==> src/rtl/dsp48e_cmult_unpack_acc.sv <==
// Unpacks the three partial-product fields of a packed DSP48E P word and integrates each per frame.
// Define CMULT_UNPACK_ACC_SATURATE_EN to clamp accumulators at full scale instead of wrapping.
module dsp48e_cmult_unpack_acc #(
    parameter int BITWIDTH     = 4,
    parameter int FIELD_SHIFT  = 13,
    parameter int FIELD_WIDTH  = 2*BITWIDTH+1,
    parameter int ACC_WIDTH    = 24,
    parameter int PIPE_LATENCY = 4,
    parameter int CNT_WIDTH    = 16
) (
    input  logic                 clk,
    input  logic                 rst_n,
    input  logic                 in_valid,
    input  logic                 in_last,
    input  logic [47:0]          pout,
    output logic [ACC_WIDTH-1:0] acc_lo,
    output logic [ACC_WIDTH-1:0] acc_mid,
    output logic [ACC_WIDTH-1:0] acc_hi,
    output logic [CNT_WIDTH-1:0] acc_count,
    output logic                 out_valid,
    output logic                 out_ovf
);

`ifdef CMULT_UNPACK_ACC_SATURATE_EN
    localparam bit SATURATE = 1'b1;
`else
    localparam bit SATURATE = 1'b0;
`endif

    typedef enum logic {EMPTY, ACCUM} state_t;

    state_t                 state;
    logic [PIPE_LATENCY-1:0] vld_dly;
    logic [PIPE_LATENCY-1:0] lst_dly;
    logic [ACC_WIDTH-1:0]   acc0, acc1, acc2;
    logic [CNT_WIDTH-1:0]   cnt;
    logic                   ovf;

    logic                   v_d, l_d, in_frame;
    logic [ACC_WIDTH:0]     f0, f1, f2;
    logic [ACC_WIDTH:0]     s0, s1, s2;
    logic [CNT_WIDTH:0]     cnt_s;
    logic                   ovf_n;
    logic                   unused_pout;

    // Carry bit of the widened sum either clamps the result or is dropped.
    function automatic logic [ACC_WIDTH-1:0] settle(input logic [ACC_WIDTH:0] s);
        settle = (SATURATE && s[ACC_WIDTH]) ? '1 : s[ACC_WIDTH-1:0];
    endfunction

    assign v_d      = vld_dly[PIPE_LATENCY-1];
    assign l_d      = lst_dly[PIPE_LATENCY-1];
    assign in_frame = (state == ACCUM);

    // Field extraction: every field is zero-extended with one spare carry bit.
    assign f0 = (ACC_WIDTH+1)'(pout[FIELD_WIDTH-1:0]);
    assign f1 = (ACC_WIDTH+1)'(pout[FIELD_SHIFT+FIELD_WIDTH-1:FIELD_SHIFT]);
    assign f2 = (ACC_WIDTH+1)'(pout[2*FIELD_SHIFT+FIELD_WIDTH-1:2*FIELD_SHIFT]);
    assign unused_pout = ^pout;

    // A new frame adds onto zero, so EMPTY and ACCUM share one adder path.
    assign s0    = {1'b0, (in_frame ? acc0 : '0)} + f0;
    assign s1    = {1'b0, (in_frame ? acc1 : '0)} + f1;
    assign s2    = {1'b0, (in_frame ? acc2 : '0)} + f2;
    assign cnt_s = {1'b0, (in_frame ? cnt : '0)} + (CNT_WIDTH+1)'(1);
    assign ovf_n = (in_frame & ovf) | s0[ACC_WIDTH] | s1[ACC_WIDTH] | s2[ACC_WIDTH]
                 | cnt_s[CNT_WIDTH];

    always_ff @(posedge clk or negedge rst_n) begin
        if (!rst_n) begin
            state     <= EMPTY;
            vld_dly   <= '0;
            lst_dly   <= '0;
            acc0      <= '0;
            acc1      <= '0;
            acc2      <= '0;
            cnt       <= '0;
            ovf       <= 1'b0;
            acc_lo    <= '0;
            acc_mid   <= '0;
            acc_hi    <= '0;
            acc_count <= '0;
            out_valid <= 1'b0;
            out_ovf   <= 1'b0;
        end else begin
            // Strobe alignment with the multiplier latency; a stray last is masked here.
            vld_dly   <= PIPE_LATENCY'({vld_dly, in_valid});
            lst_dly   <= PIPE_LATENCY'({lst_dly, in_valid & in_last});
            out_valid <= 1'b0;
            if (v_d) begin
                acc0 <= settle(s0);
                acc1 <= settle(s1);
                acc2 <= settle(s2);
                cnt  <= cnt_s[CNT_WIDTH-1:0];
                ovf  <= ovf_n;
                if (l_d) begin
                    // Frame close: publish totals including this sample.
                    acc_lo    <= settle(s0);
                    acc_mid   <= settle(s1);
                    acc_hi    <= settle(s2);
                    acc_count <= cnt_s[CNT_WIDTH-1:0];
                    out_ovf   <= ovf_n;
                    out_valid <= 1'b1;
                    state     <= EMPTY;
                end else begin
                    state <= ACCUM;
                end
            end
        end
    end

endmodule

==> config.mk <==
export PLATFORM = sky130hd
export DESIGN_NAME = dsp48e_cmult_unpack_acc
export DESIGN_NICKNAME = d
export VERILOG_FILES = /design/src/rtl/dsp48e_cmult_unpack_acc.sv
export SDC_FILE = /design/constraint.sdc
export NUM_CORES = 1
export LEC_CHECK = 0
export BUFFER_PORTS_ARGS = -buffer_cell sky130_fd_sc_hd__buf_2
export CAP_MARGIN = 0
export CORE_UTILIZATION = 25
export DETAILED_ROUTE_END_ITERATION = 10
export GPL_TIMING_DRIVEN = 1
export REMOVE_ABC_BUFFERS = 1
export SLEW_MARGIN = 10
export SYNTH_ARGS = -nofsm -noshare
export SYNTH_HDL_FRONTEND = slang
export SYNTH_SLANG_ARGS = --single-unit
==> constraint.sdc <==
create_clock -name clk -period 4.4 [get_ports clk]
set_clock_uncertainty 0.15 [all_clocks]
set_input_delay 1.1 -clock clk [delete_from_list [all_inputs] [get_ports clk]]
set_output_delay 1.1 -clock clk [all_outputs]
set_load 0.05 [all_outputs]
==> metrics.txt, run 1 <==
Setup Fix Bufs, Post-CTS=0; Starting DRT DRC Count=481; Post-Route WL=about 27 mm; Comb pwr share=between 40% and 50%; Final min period=3.42 ns; Pleak=between 5 and 6 nW; CTS max path bufs=2; DP Worst Slack=0.616 ns; status=finished clean; Non-Filler Instances=about 1700; worst endpoint required time=4.58 ns; number of remaining DRC errors=0; Slew HR=about 33%; Layout Nets=1270; CTS resizes=0; clk_lat worst skew=about 0.45 ns; Worst Tran Pin Value=1.00 ns; IO Pins=approximately 140; post-synth cell types=69; crit path DAT=roughly 3.6 ns; Detail Route Antenna Nets=0; Final GP Congestion=just under 0.8; Post-synth EDFFs=0; Avg WL per Cell=about 15 µm; Sw Ratio=a little under half; Fmax achieved=between 0.2 and 0.3 GHz; initial antenna violation count=0; Post-Syn Area=approximately 0.010 mm²; cts hold-fix bufs=0; Placed Cells=about 1700; vias per cell=about 4.8; drt first pass iters=5; flops & latches, synth=~190; Layout area overhead=16.9%; Core Rows=73; vias in the first global route=between 8000 and 9000; clock sink count=between 150 and 200; Setup-failing EPs final=0; period utilisation layout=between 70% and 80%; All-Layer GR Usage=roughly 13%; maximum vdd drop=just over 0.3 mV; Mapped Avg Cell Area=slightly above 9 µm²; CP Capture Type=flip-flop; Switch Pwr=3.45 mW; CTS tree=done; Clock power frac=roughly a fifth; Seq/Total Area, Yosys=46.4%; hold slack final=about 0.2 ns; power per cell area=645 mW/mm²; H-tree depth=4; CP max FO=28; RSZ-0062 raised after global routing=no; IO buf count=120; Reg2Reg Depth=10; # fillers=~4200; kind of critical path=flip-flop to flip-flop; GRT overflow=0; asr flop ratio synth=100%; TNS Setup=0 ns; fin. max-slew vios=0; DIE AREA=slightly above 0.04 mm²; core box area=0.0398 mm²; layout cell share with drive strength beyond 1=between 10% and 20%; CP Launch Type=flip-flop; fin worst setup slack=~0.98 ns; Reg clk slew, reported paths=roughly 0.080 ns; diode count=0; DIE HEIGHT=approximately 200 µm; Hold WC Path Type=flip-flop to flip-flop; first-pass GRT wire length=approximately 44 mm; HPWL after DPL=about 18 mm; Pwr Total=7.64 mW; Reg power frac=34.9%; Post-Syn Instances=1092; Power Internal=~4.2 mW; Final Hold Vio Count=0; Initial Utilization=about a quarter; CTS buffer count=17; dominant synthesized flop cell=dfrtp_1; via count=a little over 8000; largest net degree at the start of global routing=between 90 and 100; hold-critical path depth=0; die width=about 200 µm; Max-Cap Viols=0; root buf cell=clkbuf_16; Syn. warnings=0
==> synthesized netlist by cell type (all sizes together), types with 3 or more instances <==
master   count  area share (%)
nand2      228             8.4
dfrtp      188              46
o21ai       80             4.0
nor2        58             2.1
nand3       54             2.7
clkbuf      43             1.8
a21oi       41             2.1
and2        41             2.5
xnor2       37             3.2
ha          28             3.5
mux2        27             3.0
xor2        25             2.2
nor3        24             1.3
o2bb2ai     19             1.6
buf         17             1.0
inv         16            0.59
nand4       16             1.1
a31oi       14            0.99
and3        14            0.86
mux2i       13             1.3
a21o        12            0.89
o221ai      10            0.86
o311ai       8            0.69
a22o         6            0.52
nor2b        6            0.37
o211ai       6            0.44
o31ai        6            0.44
and4         5            0.43
o21a         5            0.37
a211o        4            0.35
a211oi       4            0.30
o21bai       4            0.33
fa           3            0.59
nor4         3            0.19
or2          3            0.19
or4          3            0.26
==> area by class of cell <==
type	count	area [µm²]	area share [%]
timing repair buffer	136	754	6.37
clock inverter	13	124	1.05
multi-input combinational	827	5080	42.9
sequential	188	4710	39.8
inverter	17	63.8	0.539
tap	525	657	5.55
clock buffer	19	453	3.82
==> sequential cells by signal, indices dropped and copies added (netlist names) <==
signal,cells
acc0,24
acc1,24
acc2,24
acc_count,16
acc_hi,24
acc_lo,24
acc_mid,24
cnt,16
in_frame,1
lst_dly,4
out_ovf,1
out_valid,1
ovf,1
vld_dly,4
==> cells in the final DEF (no fill, tap or decap), drive strengths merged, types with 5 or more instances in the layout <==
cell type,netlist,final
dfrtp,188,188
a31oi,14,14
nand2,228,228
buf,17,135
clkinv,1,5
nand3,54,54
and3,14,14
nand4,16,16
xnor2,37,37
a21o,12,12
and2,41,41
o2bb2ai,19,19
nor3,24,24
o221ai,10,10
o21ai,80,80
nor2b,6,6
mux2i,13,13
clkbuf,43,20
mux2,27,27
ha,28,28
o211ai,6,6
o21a,5,5
o311ai,8,8
o31ai,6,6
nor2,58,58
xor2,25,25
a21oi,41,41
inv,16,24
and4,5,5
a22o,6,6
==> through the flow <==
step / utilization, % / area (µm²)
after global routing: 29.7 / 11800
after floorplan: - / 9840
after detailed placement: 28.3 / 11300
after CTS: 29.7 / 11800
after global placement: 28.3 / 11300
final: 29.7 / 11800
==> worst max-delay path: stages (launching register included) <==
cell       delay, ns
dfrtp_4         0.66
and2_1          0.19
ha_1            0.21
fa_1            0.23
a21oi_1         0.10
nor3b_1         0.32
nor3_1          0.15
o21ai_1         0.62
nor4b_4         0.38
mux2i_1         0.21
o2bb2ai_1       0.08
==> logic make-up (layout without fill, tap and decap cells) <==
| group | Yosys count | after routing | synth area share (%) |
|---|---|---|---|
| DFF | 188 | 188 | 46.4 |
| muxes | 40 | 40 | 4.29 |
| xor gates and xnor gates | 62 | 62 | 5.36 |
| AOI/OAI and AO/OA | 232 | 232 | 15.1 |
| buffers and inverters | 77 | 185 | 3.46 |
| adders and majority gates | 31 | 31 | 4.05 |
| and+or+nand+nor | 462 | 462 | 21.3 |
==> worst paths after layout <==
path	start	endpoint	slack, ns
max in group asynchronous	rst_n	acc0[4]	2.63
min in group asynchronous	rst_n	acc_count[8]	0.59
setup reg to reg	in_frame	acc2[22]	0.98
hold / removal	vld_dly[1]	vld_dly[2]	0.20
hold reg to reg	vld_dly[1]	vld_dly[2]	0.20
setup / recovery	in_frame	acc2[22]	0.98
==> power by group through the flow <==
stage               clock, mW  combinational (mW)  sequential, mW
floorplan                   0                1.72            3.54
global placement            0                3.38            2.67
detailed placement          0                3.44            2.70
CTS                      1.61                3.46            2.67
global route             1.67                3.77            2.76
finish                   1.56                3.42            2.66
==> layer usage <==
layer | wire [µm] | up-vias | GRT usage, % | share of wire, %
met1 | 12300 | 3992 | 17.0 | 46
met3 | 1580 | 19 | 3.76 | 5.9
met2 | 12500 | 203 | 22.5 | 47
li1 | - | 4017 | - | -
met4 | 264 | 0 | 3.17 | 0.99
met5 | 0 | - | 0 | 0
No activity file was read; power rests on OpenSTA's default activity.
==> run 2, diff against run 1 <==
- ABC_AREA: default -> 1
- clock period: 4.4 -> 3.05 ns (I/O delays scaled with it)
==> run 2 against run 1 <==
Total power rose by 18%. Worst hold slack got worse by 0.070 ns. Sequential power rose by 23%. Critical path depth rose by 2. Clock power rose by 58%. Non-clock buffer count rose by 1. Register-to-register slack got worse by 0.62 ns. First-iteration DRC count rose by 4.8%. Maximum frequency rose by 27%. Critical path type unchanged. Critical endpoint is now ovf. Highest routed layer unchanged.
==> metrics.txt, run 2 <==
status=finished clean; Comb pwr share=36.5% (-8.3 points); kind of critical path=flip-flop to flip-flop; Final Hold Vio Count=0 (unchanged); area post-placement=0.0119 mm² (+5.3%); CP Capture Type=flip-flop; CTS buffer count=17 (unchanged); All-Layer GR Usage=13.9% (+0.46 points); via count=9453 (+15%); top-count cell post-synth=nand2_1; power per cell area=721 mW/mm² (+12%); Fmax achieved=0.372 GHz (+27%); IO Pins=142 (unchanged); initial antenna violation count=0 (unchanged); vias in the first global route=9449 (+15%); hold slack final=0.130 ns (-0.0701 ns); clock sink count=188 (unchanged); CP Launch Point=in_frame; post-synthesis mux area share=0% (-4.3 points); clk_lat worst skew=0.46 ns (about the same); Setup-failing EPs final=0 (unchanged); die width=208 µm (+2.5%); DIE HEIGHT=208 µm (+2.5%); dominant synthesized flop cell=dfrtp_1; H-tree depth=4 (unchanged); Switch Pwr=3.77 mW (+9.1%); reg2reg end=ovf; CP max FO=31 (+11%); largest net degree at the start of global routing=122 (+27%); CTS max path bufs=2 (unchanged); diode count=0 (unchanged); Adder-Cell Fraction of Synth Area=3.86% (-0.20 points); CP endpoint=ovf; synth cell count leaders=613 x nand2_1, 188 x dfrtp_1, 148 x nand3_1, 128 x inv_1; vias per cell=4.45 (-6.6%); Slew HR=43.7% (+10 points); Starting DRT DRC Count=504 (+4.8%); Sw Ratio=41.8% (-3.4 points); Layout area overhead=17.4%; Worst Tran Pin Value=0.844 ns (-0.156 ns); Compound-Gate Fraction of Synth Area=5.18% (-9.9 points); Seq/Total Area, Yosys=44.2% (-2.2 points); DIE AREA=0.0434 mm² (+5.0%); main combinational cell family by area after synthesis=simple AND/OR/NAND/NOR gates; RSZ-0062 raised after global routing=no; Final GP Congestion=0.859 (+11%); Post-Synth Simple-Gate Area=36.4% (+15 points); flops & latches, synth=188 (unchanged); Post-Syn Area=0.0106 mm² (+5.1%); fin. max-slew vios=0 (unchanged); biggest area consumer among synthesized cells=dfrtp_1; Reg2Reg Depth=12 (+2); number of remaining DRC errors=0 (unchanged); Max-Cap Viols=0 (unchanged); CTS tree=done; TNS Setup=0 ns (unchanged); commonest non-fill, non-tap cells in the layout=612 x nand2_1, 186 x dfrtp_1, 148 x nand3_1, 127 x inv_1, 119 x buf_2; Post-Route WL=28.7 mm (+7.8%); Pwr Total=9.01 mW (+18%); r2r startpoint=in_frame; Post-Syn Instances=1466 (+34%); Detail Route Antenna Nets=0 (unchanged); Layout Nets=1653 (+30%); maximum vdd drop=0.539 mV (+77%); Most Frequent Cell on Critical Path=nand2_1; worst endpoint required time=3.26 ns (-1.32 ns); Avg WL per Cell=13.5 µm (-12%); IO buf count=120 (unchanged); period utilisation layout=88.2% (+10 points); CTS resizes=0 (unchanged); Final min period=2.69 ns (-0.732 ns); Setup Fix Bufs, Post-CTS=0 (unchanged); Yosys top cell area share=44.2% (-2.2 points); post-synth cell types=39 (-43%); CP Launch Type=flip-flop; crit path DAT=2.90 ns (-0.71 ns); Worst path max stage delay=0.67 ns (about the same); Final Instance Area=0.0125 mm² (+5.5%); root buf cell=clkbuf_16; Power Internal=5.24 mW (+25%); layout cell share with drive strength beyond 1=14.0% (-4.1 points); crit path cell chain=nand2_1, inv_1, ha_1, fa_1, nand3_1, nand2_1, nand2_1, nand2_1, a21oi_1, nand3_1, nand2_1, nand2_1; first-pass GRT wire length=48.1 mm (+10%); dominant cells by area after synthesis=dfrtp_1 44%, nand2_1 22%, nand3_1 7.0%; Post-synth EDFFs=0 (unchanged); drt first pass iters=6 (+1); Syn. warnings=0 (unchanged); # fillers=4487 (+5.8%); HPWL after DPL=20.1 mm (+12%); commonest non-fill, non-tap cell in the layout=nand2_1; slack of the worst reg-to-reg path=0.36 ns (-0.62 ns); Reg clk slew, reported paths=0.08 ns (about the same); Reg power frac=36.3% (+1.4 points); cts hold-fix bufs=0 (unchanged); Hold WC Path Type=input port to async pin; Critical-path top delay cell=dfrtp_4; Core Rows=75 (+2.7%); XOR/XNOR share of the synthesized area=2.88% (-2.5 points); Pleak=6.75 nW (+28%); Initial Utilization=25.4% (-0.062 points); Clock power frac=27.2% (+6.9 points); asr flop ratio synth=100% (unchanged); Mapped Avg Cell Area=7.26 µm² (-22%); core box area=0.0419 mm² (+5.3%); GRT overflow=0 (unchanged)
run 2: power by group through the flow:
stage | registers (mW) | logic [mW] | clock network [mW]
floorplan | 4.14 | 1.62 | 0
global placement | 3.30 | 3.26 | 0
detailed placement | 3.31 | 3.30 | 0
CTS | 3.27 | 3.32 | 2.54
global route | 3.34 | 3.67 | 2.63
finish | 3.27 | 3.29 | 2.46
run 2: kinds of logic after synthesis:
logic type | count (synthesis)
flip-flops | 188
AND/OR/NAND/NOR | 912
buffers and inverters | 193
XOR/XNOR | 35
adder cells (fa/ha/maj) | 31
AO/OA/AOI/OAI | 107
run 2: critical path, delay by kind of cell (launching register included):
kind / cells / cell delay (ns)
AO/OA/AOI/OAI: 1 / 0.29
adder cells (fa/ha/maj): 2 / 0.60
buffers and inverters: 1 / 0.04
flip-flops: 1 / 0.67
AND/OR/NAND/NOR: 8 / 0.80
run 2: area by class of cell:
type	count	area, µm²	share of cell area [%]
multi-input cells	1085	5150	41.2
repair buffers	137	800	6.40
flip-flops and latches	188	4710	37.7
well taps	539	674	5.40
clock inverters	15	203	1.62
clock buffers	17	425	3.41
inverters	141	529	4.24
run 2: layer usage:
metal  vias to the layer above  global-route usage (%)  share of wire (%)
li1                       4845                       -                  -
met1                      4398                    17.7                 47
met2                       182                    22.8                 46
met3                        28                    3.82                5.4
met4                         0                    4.06                1.4
met5                         -                       0                  0
run 2: worst min path at each step:
| stage | start | end | slack (ns) | cells after the start |
|---|---|---|---|---|
| 3_5_place_dp | lst_dly[2] | lst_dly[3] | 0.18 | 0 |
| 2_1_floorplan | lst_dly[0] | lst_dly[1] | 0.18 | 0 |
| 5_1_grt | rst_n | acc_hi[18] | 0.16 | 1 |
| 4_1_cts | rst_n | acc_hi[18] | 0.14 | 1 |
| 3_3_place_gp | vld_dly[2] | vld_dly[3] | 0.18 | 0 |
| 6_report | rst_n | acc_hi[18] | 0.13 | 1 |
run 2: metrics by stage:
stage	util, %	worst slack, ns	std cells
floorplan	-	-1.73	1414
global placement	28.3	0.292	2090
detailed placement	28.3	0.304	2090
CTS	29.8	0.322	2122
global route	29.8	0.0110	2122
finish	29.8	0.360	2122
==> run 3, diff against run 2 <==
- BUFFER_PORTS_ARGS: -buffer_cell sky130_fd_sc_hd__buf_2 -> default
- DONT_BUFFER_PORTS: default -> 1
- REMOVE_ABC_BUFFERS: 1 -> default
==> run 3 against run 2 <==
The flow now finishes with violations (hold timing). Sequential power rose by 28%. Non-clock buffer count fell by 126. Sequential cell count did not move. Worst hold slack got worse by 0.26 ns. Largest power group is now registers.
==> metrics.txt, run 3 (same netlist as run 2, synthesis figures left out) <==
hold slack final=-0.131 ns (-0.262 ns); fin. max-slew vios=0 (unchanged); # fillers=4544 (+1.3%); Initial Utilization=25.4% (unchanged); core box area=0.0419 mm² (unchanged); commonest non-fill, non-tap cell in the layout=nand2_1; Post-Route WL=29.0 mm (+0.92%); status=complete, but fails checks; Layout area overhead=10.4%; Detail Route Antenna Nets=0 (unchanged); Setup-failing EPs final=0 (unchanged); drt first pass iters=5 (-1); CP Launch Type=flip-flop; largest net degree at the start of global routing=189 (+55%); RSZ-0062 raised after global routing=no; Syn Nets=about 1500; Core Util, Final=28.0% (-1.8 points); CTS tree=done; CP max FO=33 (+6.5%); number of remaining DRC errors=0 (unchanged); Core Rows=75 (unchanged); root buf cell=clkbuf_16; via count=9019 (-4.6%); Final Hold Vio Count=188 (+188); CP Capture Type=flip-flop; Fmax achieved=0.366 GHz (-1.4%); IO Pins=142 (unchanged); die width=208 µm (unchanged); Final GP Congestion=0.867 (+0.99%); power per cell area=722 mW/mm² (about the same); IO buf count=0 (-100%); CTS buffer count=17 (unchanged); initial antenna violation count=5 (+5); failing checks=hold timing; HPWL after DPL=20.3 mm (+0.64%); H-tree depth=4 (unchanged); vias per cell=4.51 (+1.3%); All-Layer GR Usage=13.9% (+0.017 points); Worst Tran Pin Value=0.853 ns (+0.00932 ns); Max-Cap Viols=0 (unchanged); first-pass GRT wire length=47.1 mm (-2.0%); CTS resizes=0 (unchanged); Layout Nets=1527 (-7.6%); Hold WC Path Type=input port to async pin; clock sink count=188 (unchanged); DIE AREA=0.0434 mm² (unchanged); Setup Fix Bufs, Post-CTS=0 (unchanged); vias in the first global route=8777 (-7.1%); period utilisation layout=89.5% (+1.3 points); worst endpoint required time=3.24 ns (-0.02 ns); CTS max path bufs=2 (unchanged); crit path DAT=2.92 ns (+0.02 ns); Reg clk slew, reported paths=0.07 ns (about the same); Starting DRT DRC Count=644 (+28%); commonest non-fill, non-tap cells in the layout=612 x nand2_1, 186 x dfrtp_1, 148 x nand3_1, 127 x inv_1; maximum vdd drop=0.316 mV (-41%); Final min period=2.73 ns (+0.0390 ns); layout cell share with drive strength beyond 1=6.45% (-7.6 points); GRT overflow=0 (unchanged); Pleak=6.10 nW (-9.7%); DIE HEIGHT=208 µm (unchanged); Slew HR=43.1% (-0.62 points); clk_lat worst skew=0.45 ns (about the same); kind of critical path=flip-flop to flip-flop; TNS Setup=0 ns (unchanged); Avg WL per Cell=14.5 µm (+7.2%)
==> run 3: changes by cell type in the layout (fill, tap and decap cells not counted), sizes merged <==
cell | before | now
buf | 136 | 11
inv | 148 | 144
diode | 0 | 2
bufinv | 3 | 1
clkinv | 3 | 7
clkbuf | 18 | 19
==> run 3: layout make-up <==
| class | count | area (µm²) | area share, % |
|---|---|---|---|
| diodes | 2 | 5.00 | 0.0426 |
| clock buffers | 19 | 433 | 3.68 |
| clock inverters | 13 | 118 | 1.00 |
| inverters | 141 | 529 | 4.50 |
| multi-input cells | 1085 | 5150 | 43.8 |
| flip-flops and latches | 188 | 4710 | 40.1 |
| well taps | 539 | 674 | 5.74 |
| repair buffers | 11 | 133 | 1.13 |
==> run 3: final timing paths <==
| path | startpoint | endpoint | slack, ns | depth (start not counted) |
|---|---|---|---|---|
| setup / recovery | in_frame | acc_lo[19] | 0.32 | 14 |
| hold / removal | rst_n | acc_mid[11] | -0.13 | 0 |
| setup reg to reg | in_frame | acc_lo[19] | 0.32 | 14 |
| hold reg to reg | vld_dly[2] | vld_dly[3] | 0.20 | 0 |
| max in group asynchronous | rst_n | acc0[10] | 2.49 | 0 |
| min in group clk | in_valid | vld_dly[0] | 0.19 | 0 |
==> run 3: worst max-delay path, cell delays in order (launching register included) <==
cell	delay, ns
dfrtp_4	0.56
buf_4	0.42
nand2_1	0.10
inv_1	0.07
ha_1	0.26
a21oi_1	0.22
inv_1	0.07
nor2_1	0.10
nand2_1	0.15
nand2_1	0.12
nand2_1	0.10
nand2_1	0.07
nand2_1	0.06
nand3_1	0.12
nand2_1	0.06
==> run 3: per-stage QoR <==
stage | cell area, µm² | hold slack, ns | std cells | power, mW | worst slack, ns
CTS | 11700 | -0.170 | 1996 | 8.60 | 0.307
global route | 11800 | -0.166 | 1998 | 9.07 | 0.0507
floorplan | 10600 | 0.181 | 1466 | 5.78 | 0.294
finish | 11800 | -0.131 | 1998 | 8.48 | 0.321
detailed placement | 11200 | 0.186 | 1964 | 6.38 | 0.312
global placement | 11200 | 0.184 | 1964 | 6.31 | 0.370
==> run 3: routing by layer <==
layer / share of wire [%] / GRT usage, % / up-vias / wire (µm)
met5: 0.12 / 0 / - / 34
met4: 1.9 / 5.26 / 6 / 556
met3: 5.2 / 3.76 / 30 / 1510
met2: 47 / 22.8 / 176 / 13700
met1: 46 / 17.3 / 4229 / 13200
li1: - / - / 4578 / -
==> run 3: where the power goes <==
part           switching [mW]  internal, mW
Clock                    1.04          1.13
Combinational            1.38         0.767
Sequential               1.21          2.95
